File: src/rtl/hwpe_stream_package.sv
// hwpe_stream_package: shared types and constants for HWPE streamers
package hwpe_stream_package;
  localparam int unsigned HWPE_STREAM_ADDRGEN_MAX_DIMS = 8;
  localparam int unsigned HWPE_STREAM_ADDRGEN_ADDR_WIDTH = 32;
  localparam int unsigned HWPE_STREAM_ADDRGEN_CNT_WIDTH = 16;
  localparam int unsigned HWPE_STREAM_ADDRGEN_STRIDE_WIDTH = 16;
  typedef enum logic [1:0] {
    STREAM_IDLE,
    STREAM_WORKING,
    STREAM_DONE
  } state_sourcesink_t;
  typedef struct packed {
    logic [HWPE_STREAM_ADDRGEN_ADDR_WIDTH-1:0] base_addr;
    logic [31:0] trans_size;
    logic [HWPE_STREAM_ADDRGEN_MAX_DIMS*HWPE_STREAM_ADDRGEN_CNT_WIDTH-1:0] length;
    logic [HWPE_STREAM_ADDRGEN_MAX_DIMS*HWPE_STREAM_ADDRGEN_STRIDE_WIDTH-1:0] stride;
  } ctrl_addressgen_nd_t;
endpackage

File: src/rtl/hwpe_stream_addressgen_nd_dim.sv
// hwpe_stream_addressgen_nd_dim: iteration counter and strided offset for one loop dimension
module hwpe_stream_addressgen_nd_dim
  import hwpe_stream_package::*;
#(
  parameter int unsigned ADDR_WIDTH = 32,
  parameter int unsigned CNT_WIDTH = 16,
  parameter int unsigned STRIDE_WIDTH = 16
) (
  input  logic                    clk_i,
  input  logic                    clear_i,
  input  logic                    step_i,
  input  logic                    clr_lower_i,
  input  logic [CNT_WIDTH-1:0]    len_i,
  input  logic [STRIDE_WIDTH-1:0] stride_i,
  output logic                    at_last_o,
  output logic [ADDR_WIDTH-1:0]   off_o
);
  logic [CNT_WIDTH-1:0] c_q, c_d;
  logic [ADDR_WIDTH-1:0] off_q, off_d;
  // c+1 >= len makes a zero length behave as a single iteration
  assign at_last_o = ({1'b0, c_q} + (CNT_WIDTH+1)'(1)) >= {1'b0, len_i};
  assign off_o = off_q;
  // clearing (carry wrap or new transfer) has priority over stepping
  always_comb begin
    c_d = clr_lower_i ? '0 : step_i ? c_q + CNT_WIDTH'(1) : c_q;
    off_d = clr_lower_i ? '0 : step_i ? off_q + {{(ADDR_WIDTH-STRIDE_WIDTH){stride_i[STRIDE_WIDTH-1]}}, stride_i} : off_q;
  end
  // counter and offset registers
  always_ff @(posedge clk_i) begin
    if (clear_i) begin
      c_q <= '0;
      off_q <= '0;
    end else begin
      c_q <= c_d;
      off_q <= off_d;
    end
  end
endmodule

File: src/rtl/hwpe_stream_addressgen_nd.sv
// hwpe_stream_addressgen_nd: N-dimensional strided byte address generator with valid/ready output
module hwpe_stream_addressgen_nd
  import hwpe_stream_package::*;
#(
  parameter int unsigned NB_DIMS = 3,
  parameter int unsigned ADDR_WIDTH = 32,
  parameter int unsigned CNT_WIDTH = 16,
  parameter int unsigned STRIDE_WIDTH = 16
) (
  input  logic                            clk_i,
  input  logic                            clear_i,
  input  logic                            start_i,
  input  logic [ADDR_WIDTH-1:0]           base_addr_i,
  input  logic [31:0]                     trans_size_i,
  input  logic [NB_DIMS*CNT_WIDTH-1:0]    length_i,
  input  logic [NB_DIMS*STRIDE_WIDTH-1:0] stride_i,
  output logic                            addr_valid_o,
  input  logic                            addr_ready_i,
  output logic [ADDR_WIDTH-1:0]           addr_o,
  output logic                            last_o,
  output logic [NB_DIMS-1:0]              wrap_o,
  output logic                            busy_o,
  output logic                            done_o
);
  state_sourcesink_t state_q, state_d;
  logic [ADDR_WIDTH-1:0] base_q, base_d, sum;
  logic [31:0] trans_q, trans_d, beat_q, beat_d;
  logic [NB_DIMS*CNT_WIDTH-1:0] len_q, len_d;
  logic [NB_DIMS*STRIDE_WIDTH-1:0] stride_q, stride_d;
  logic [NB_DIMS-1:0] at_last, step, clr_lower, wrap;
  logic [ADDR_WIDTH-1:0] off [NB_DIMS];
  logic launch, hs, final_beat, carry;
  assign launch = state_q == STREAM_IDLE && start_i && trans_size_i != 32'd0;
  assign hs = addr_valid_o && addr_ready_i;
  assign final_beat = hs && last_o;
  // state register
  always_ff @(posedge clk_i) begin
    if (clear_i) state_q <= STREAM_IDLE;
    else state_q <= state_d;
  end
  // next state: zero-size starts skip straight to DONE, DONE lasts one cycle
  always_comb begin
    state_d = state_q == STREAM_IDLE ? (start_i ? (trans_size_i != 32'd0 ? STREAM_WORKING : STREAM_DONE) : STREAM_IDLE)
            : state_q == STREAM_WORKING ? (final_beat ? STREAM_DONE : STREAM_WORKING)
            : STREAM_IDLE;
  end
  // configuration is captured once per transfer, beat counter restarts on launch
  always_comb begin
    base_d = launch ? base_addr_i : base_q;
    trans_d = launch ? trans_size_i : trans_q;
    len_d = launch ? length_i : len_q;
    stride_d = launch ? stride_i : stride_q;
    beat_d = launch ? '0 : hs ? beat_q + 32'd1 : beat_q;
  end
  // configuration and beat counter registers
  always_ff @(posedge clk_i) begin
    if (clear_i) begin
      base_q <= '0;
      trans_q <= '0;
      len_q <= '0;
      stride_q <= '0;
      beat_q <= '0;
    end else begin
      base_q <= base_d;
      trans_q <= trans_d;
      len_q <= len_d;
      stride_q <= stride_d;
      beat_q <= beat_d;
    end
  end
  // carry chain: lowest non-final dimension steps, every dimension below it (all, on full wrap) clears
  always_comb begin
    carry = 1'b1;
    for (int i = 0; i < NB_DIMS; i++) begin
      step[i] = hs && carry && !at_last[i];
      carry = carry && at_last[i];
      wrap[i] = carry;
      clr_lower[i] = launch || (hs && carry);
    end
  end
  // address adder, modulo 2^ADDR_WIDTH
  always_comb begin
    sum = base_q;
    for (int i = 0; i < NB_DIMS; i++) sum = sum + off[i];
  end
  // outputs read as zero outside WORKING so idle and done look like reset
  always_comb begin
    addr_valid_o = state_q == STREAM_WORKING;
    addr_o = addr_valid_o ? sum : '0;
    last_o = addr_valid_o && beat_q == trans_q - 32'd1;
    wrap_o = addr_valid_o ? wrap : '0;
    busy_o = state_q != STREAM_IDLE;
    done_o = state_q == STREAM_DONE;
  end
  for (genvar d = 0; d < NB_DIMS; d++) begin : g_dim
    hwpe_stream_addressgen_nd_dim #(
      .ADDR_WIDTH(ADDR_WIDTH),
      .CNT_WIDTH(CNT_WIDTH),
      .STRIDE_WIDTH(STRIDE_WIDTH)
    ) i_dim (
      .clk_i(clk_i),
      .clear_i(clear_i),
      .step_i(step[d]),
      .clr_lower_i(clr_lower[d]),
      .len_i(len_q[d*CNT_WIDTH +: CNT_WIDTH]),
      .stride_i(stride_q[d*STRIDE_WIDTH +: STRIDE_WIDTH]),
      .at_last_o(at_last[d]),
      .off_o(off[d])
    );
  end
endmodule

File: config.mk
export PLATFORM = sky130hd
export DESIGN_NAME = hwpe_stream_addressgen_nd
export DESIGN_NICKNAME = d
export VERILOG_FILES = /design/src/rtl/hwpe_stream_package.sv /design/src/rtl/hwpe_stream_addressgen_nd_dim.sv /design/src/rtl/hwpe_stream_addressgen_nd.sv
export SDC_FILE = /design/constraint.sdc
export NUM_CORES = 1
export LEC_CHECK = 0
export CORE_ASPECT_RATIO = 0.6
export CORE_MARGIN = 4
export CORE_UTILIZATION = 30
export CTS_CLUSTER_SIZE = 30
export DETAILED_ROUTE_END_ITERATION = 7
export GPL_TIMING_DRIVEN = 0
export SYNTH_ARGS = -nofsm -noshare
export SYNTH_HDL_FRONTEND = slang
export SYNTH_SLANG_ARGS = --single-unit
File: constraint.sdc
create_clock -name clk_i -period 8.8 [get_ports clk_i]
set_input_delay 1.76 -clock clk_i [delete_from_list [all_inputs] [get_ports clk_i]]
set_output_delay 1.76 -clock clk_i [all_outputs]
set_load 0.01 [all_outputs]
==> key figures <==
Outcome
  • Status: completed

STA
  • Tmin final: around 8.5 ns
  • Fin crit share: 97.1%
  • Final worst setup slack: about 0.26 ns
  • Unrepaired setup endpoints after global routing: no
  • Post-Route Skew: approximately 0.028 ns
  • Slew headroom: about 6.3%
  • Setup TNS: 0 ns
  • Final Hold Viols: 0
  • Setup violators final: 0
  • Final slew viol count: 0
  • Least-Margin Pin Slew: ~1.4 ns
  • Fmax: between 100 and 150 MHz

Placed design
  • Number of port buffers: slightly above 200
  • Post-DP HPWL: between 60000 and 70000 microns
  • Gpl congestion: 0.900
  • Pre-CTS setup slack: approximately 0.76 ns

Cells and area
  • Commonest non-fill, non-tap cell in the layout: nand2_1
  • Antenna Cells: 0
  • Multi-input gate area: about 15000 sq um
  • Ratio of cells with drive above 1 in the final layout: about 2.9%
  • Most frequent cells in the layout: 487 x nand2_1, 341 x a21oi_1, 338 x dfxtp_1
  • Post-layout net count: approximately 3600
  • Sequential cell area: 6770 sq um
  • Area delta synth->final: 19.9%
  • # fillers: around 8000

Pwr
  • Switch share: around 29%
  • Worst VDD drop: around 0.13 mV
  • Internal power: 2.78 mW
  • Sw power: roughly 1.1 mW
  • Reg power frac: 41.6%
  • Clock Power Share: roughly 43%
  • PD cells: between 100 and 150 nW/um^2
  • Static Leak: 11.2 nW
  • Comb pwr share: approximately 16%

Critical path
  • Slowest-stage cell, CP: a2111oi_1
  • Nature of the critical path endpoint: output port
  • Worst-path maximum fanout: 5
  • CP Cell Sequence: inv_1, fa_1, fa_1, inv_1, ha_1, fa_1, a21oi_1, o21bai_1, a2111oi_1, nor3_1, or2_1, a211o_1, a21oi_1, o31ai_1, a21oi_1, xnor2_1, nor2_1, clkdlybuf4s50_1
  • Critical path class: reg -> out
  • Critical Path RT: ~7.0 ns
  • RR Endpoint: g_dim[2].i_dim.off_o[14]
  • R2R Setup Slk: between 2 and 2.5 ns
  • Crit path to: addr_o[31]
  • Worst EP arrival: between 6 and 7 ns
  • Reg2reg start: g_dim[0].i_dim.c_q[0]
  • Critical Path Start: g_dim[1].i_dim.off_o[1]
  • Worst-case reg-to-reg path depth: 18
  • CP peak stage delay: roughly 0.74 ns
  • CP Launch Type: flip-flop

GRT
  • Vias in the first global route: 19800
  • Initial antenna violation count: 5
  • Largest net degree at the start of global routing: 22
  • GR Overflow Total: 0
  • All-Layer GR Usage: a little under a fifth
  • First-pass GRT wire length: 119000 microns

Yosys
  • Post-synth EDFFs: 0
  • Register area share after synthesis: between 20% and 30%
  • Syn_nets: 3352
  • Avg Inst Size Synth: about 7.8 sq um
  • Main synth FF type: dfxtp_1
  • Post-Syn Instances: 2946
  • Share of flip-flops with an asynchronous set or reset: 0%
  • Netlist area before placement: ~23000 sq um
  • FF+latch count, synth: about 340
  • Synth warn: 0
  • Library cells used by synthesis: roughly 80

Run
  • Max cap viols: 0

Clock network
  • Post-CTS setup buffers: 0
  • Clk buf depth: 3
  • Sink Count: between 300 and 400
  • Worst-path clk slew: approximately 0.06 ns
  • Cts bufs inserted: 38
  • Root buf cell: clkbuf_16
  • CTS tree: done
  • H-tree levels: 2
  • Worst-Skew Late Latency: ~0.57 ns

Drt
  • Via density: around 5.0
  • Vias after detailed routing: approximately 21000
  • # DRC: 0
  • Post-Route WL: approximately 78000 microns
  • DRT Pass-1 Iters: 5
  • Antenna-violating nets left: 0
  • DR WL/cell: ~19 microns
  • Initial drt markers: 1776

Floorplan
  • Core area: approximately 76000 sq um
  • Standard-cell rows: between 70 and 80
  • Initial Util: around 30%
  • I/O pins: ~200
  • Die ar.: between 80000 and 90000 sq um
  • Die H: between 200 and 250 microns
  • Die W: 364 microns

Min path
  • HP Class: reg -> reg
[what timing repair did]
item                                    in CTS  in global routing
gates resized for setup                      0                  2
endpoints found under the setup margin       0                  3
hold buffers                                 0                  0
[state kept, by name, indices dropped and copies added (netlist names)]
register / count
g_dim.i_dim.off_o: 96
base_q: 32
beat_q: 32
state_q: 2
stride_q: 48
len_q: 48
trans_q: 32
g_dim.i_dim.c_q: 48
[worst max-delay path: cells and delay by family (launching register included)]
kind | cells | cell delay, ns
AOI/OAI and AO/OA | 7 | 2.39
xor gates and xnor gates | 1 | 0.09
adders and majority gates | 4 | 1.67
buffers and inverters | 3 | 0.87
DFF | 1 | 0.33
and+or+nand+nor | 3 | 0.86
[layer usage]
metal / vias to the layer above / routed length, microns / global-route usage, % / share of wire [%]
met5: - / 0 / 0 / 0
met1: 9969 / 40500 / 30.0 / 52
met3: 64 / 6680 / 4.27 / 8.6
met4: 0 / 1210 / 3.49 / 1.5
li1: 10600 / - / - / -
met2: 691 / 29700 / 25.6 / 38
[how the worst min path moves through the flow]
stage	start	to	slack (ns)	cells past startpoint
6_report	len_q[21]	len_q[21]	0.45	2
5_1_grt	len_q[1]	len_q[1]	0.47	2
4_1_cts	base_q[4]	base_q[4]	0.46	2
3_5_place_dp	base_q[16]	base_q[16]	0.45	2
3_3_place_gp	len_q[45]	len_q[45]	0.44	2
2_1_floorplan	base_q[22]	base_q[22]	0.43	2
[synth_stat cells, drive strengths merged (5+ instances only)]
| master | count | area, sq um |
|---|---|---|
| nand2 | 487 | 1830 |
| a21oi | 341 | 1710 |
| dfxtp | 338 | 6770 |
| nor2 | 240 | 901 |
| inv | 232 | 871 |
| ha | 177 | 2210 |
| xnor2 | 125 | 1090 |
| clkbuf | 109 | 430 |
| o21ai | 107 | 536 |
| a21o | 103 | 773 |
| xor2 | 96 | 841 |
| nand3 | 70 | 350 |
| fa | 65 | 1300 |
| nor3 | 38 | 190 |
| nand4 | 29 | 181 |
| and3 | 27 | 170 |
| a22oi | 26 | 195 |
| nand2b | 26 | 163 |
| or3 | 25 | 163 |
| nor2b | 24 | 150 |
| nor4 | 22 | 138 |
| a211oi | 20 | 150 |
| o21bai | 18 | 135 |
| a31oi | 17 | 106 |
| o21a | 16 | 120 |
| and2 | 15 | 95.1 |
| nor3b | 11 | 82.6 |
| and4 | 10 | 87.6 |
| buf | 10 | 80.1 |
| nand3b | 10 | 75.1 |
| a2111oi | 9 | 78.8 |
| o31ai | 9 | 67.6 |
| or4 | 9 | 78.8 |
| a2bb2oi | 8 | 70.1 |
| a221oi | 7 | 73.8 |
| a21boi | 6 | 45.0 |
| or2 | 6 | 37.5 |
| o211ai | 5 | 37.5 |
[area by class of cell]
| cell class | count | area share, % |
|---|---|---|
| Buffer | 119 | 1.86 |
| Clock buffer | 52 | 3.99 |
| Clock inverter | 14 | 0.589 |
| Inverter | 232 | 3.18 |
| Multi-Input combinational cell | 2257 | 53.7 |
| Sequential cell | 338 | 24.7 |
| Tap cell | 1000 | 4.56 |
| Timing Repair Buffer | 203 | 7.43 |
[cells by family after synthesis]
kind of cell | after synthesis | synth area share [%]
muxes | 4 | 0.175
and+or+nand+nor | 1057 | 20.8
DFF | 338 | 29.6
xor gates and xnor gates | 221 | 8.47
AOI/OAI and AO/OA | 733 | 19.5
buffers and inverters | 351 | 6.04
adders and majority gates | 242 | 15.4
[metrics by stage]
step / power, mW / cell area [sq um] / hold WS (ns) / util, % / cells
floorplan: 1.99 / 22900 / 0.434 / - / 2946
global placement: 2.25 / 26100 / 0.444 / 34.6 / 4148
detailed placement: 2.26 / 26200 / 0.448 / 34.6 / 4149
CTS: 3.93 / 27400 / 0.456 / 36.3 / 4215
global route: 4.06 / 27400 / 0.472 / 36.3 / 4215
finish: 3.89 / 27400 / 0.453 / 36.3 / 4215
[power groups by stage]
stage	Sequential, mW	Combinational (mW)	Clock, mW
2_1_floorplan	1.64	0.351	0
3_3_place_gp	1.65	0.596	0
3_5_place_dp	1.66	0.600	0
4_1_cts	1.62	0.603	1.71
5_1_grt	1.63	0.667	1.77
6_report	1.62	0.603	1.67
No activity file was read; power rests on OpenSTA's default activity.
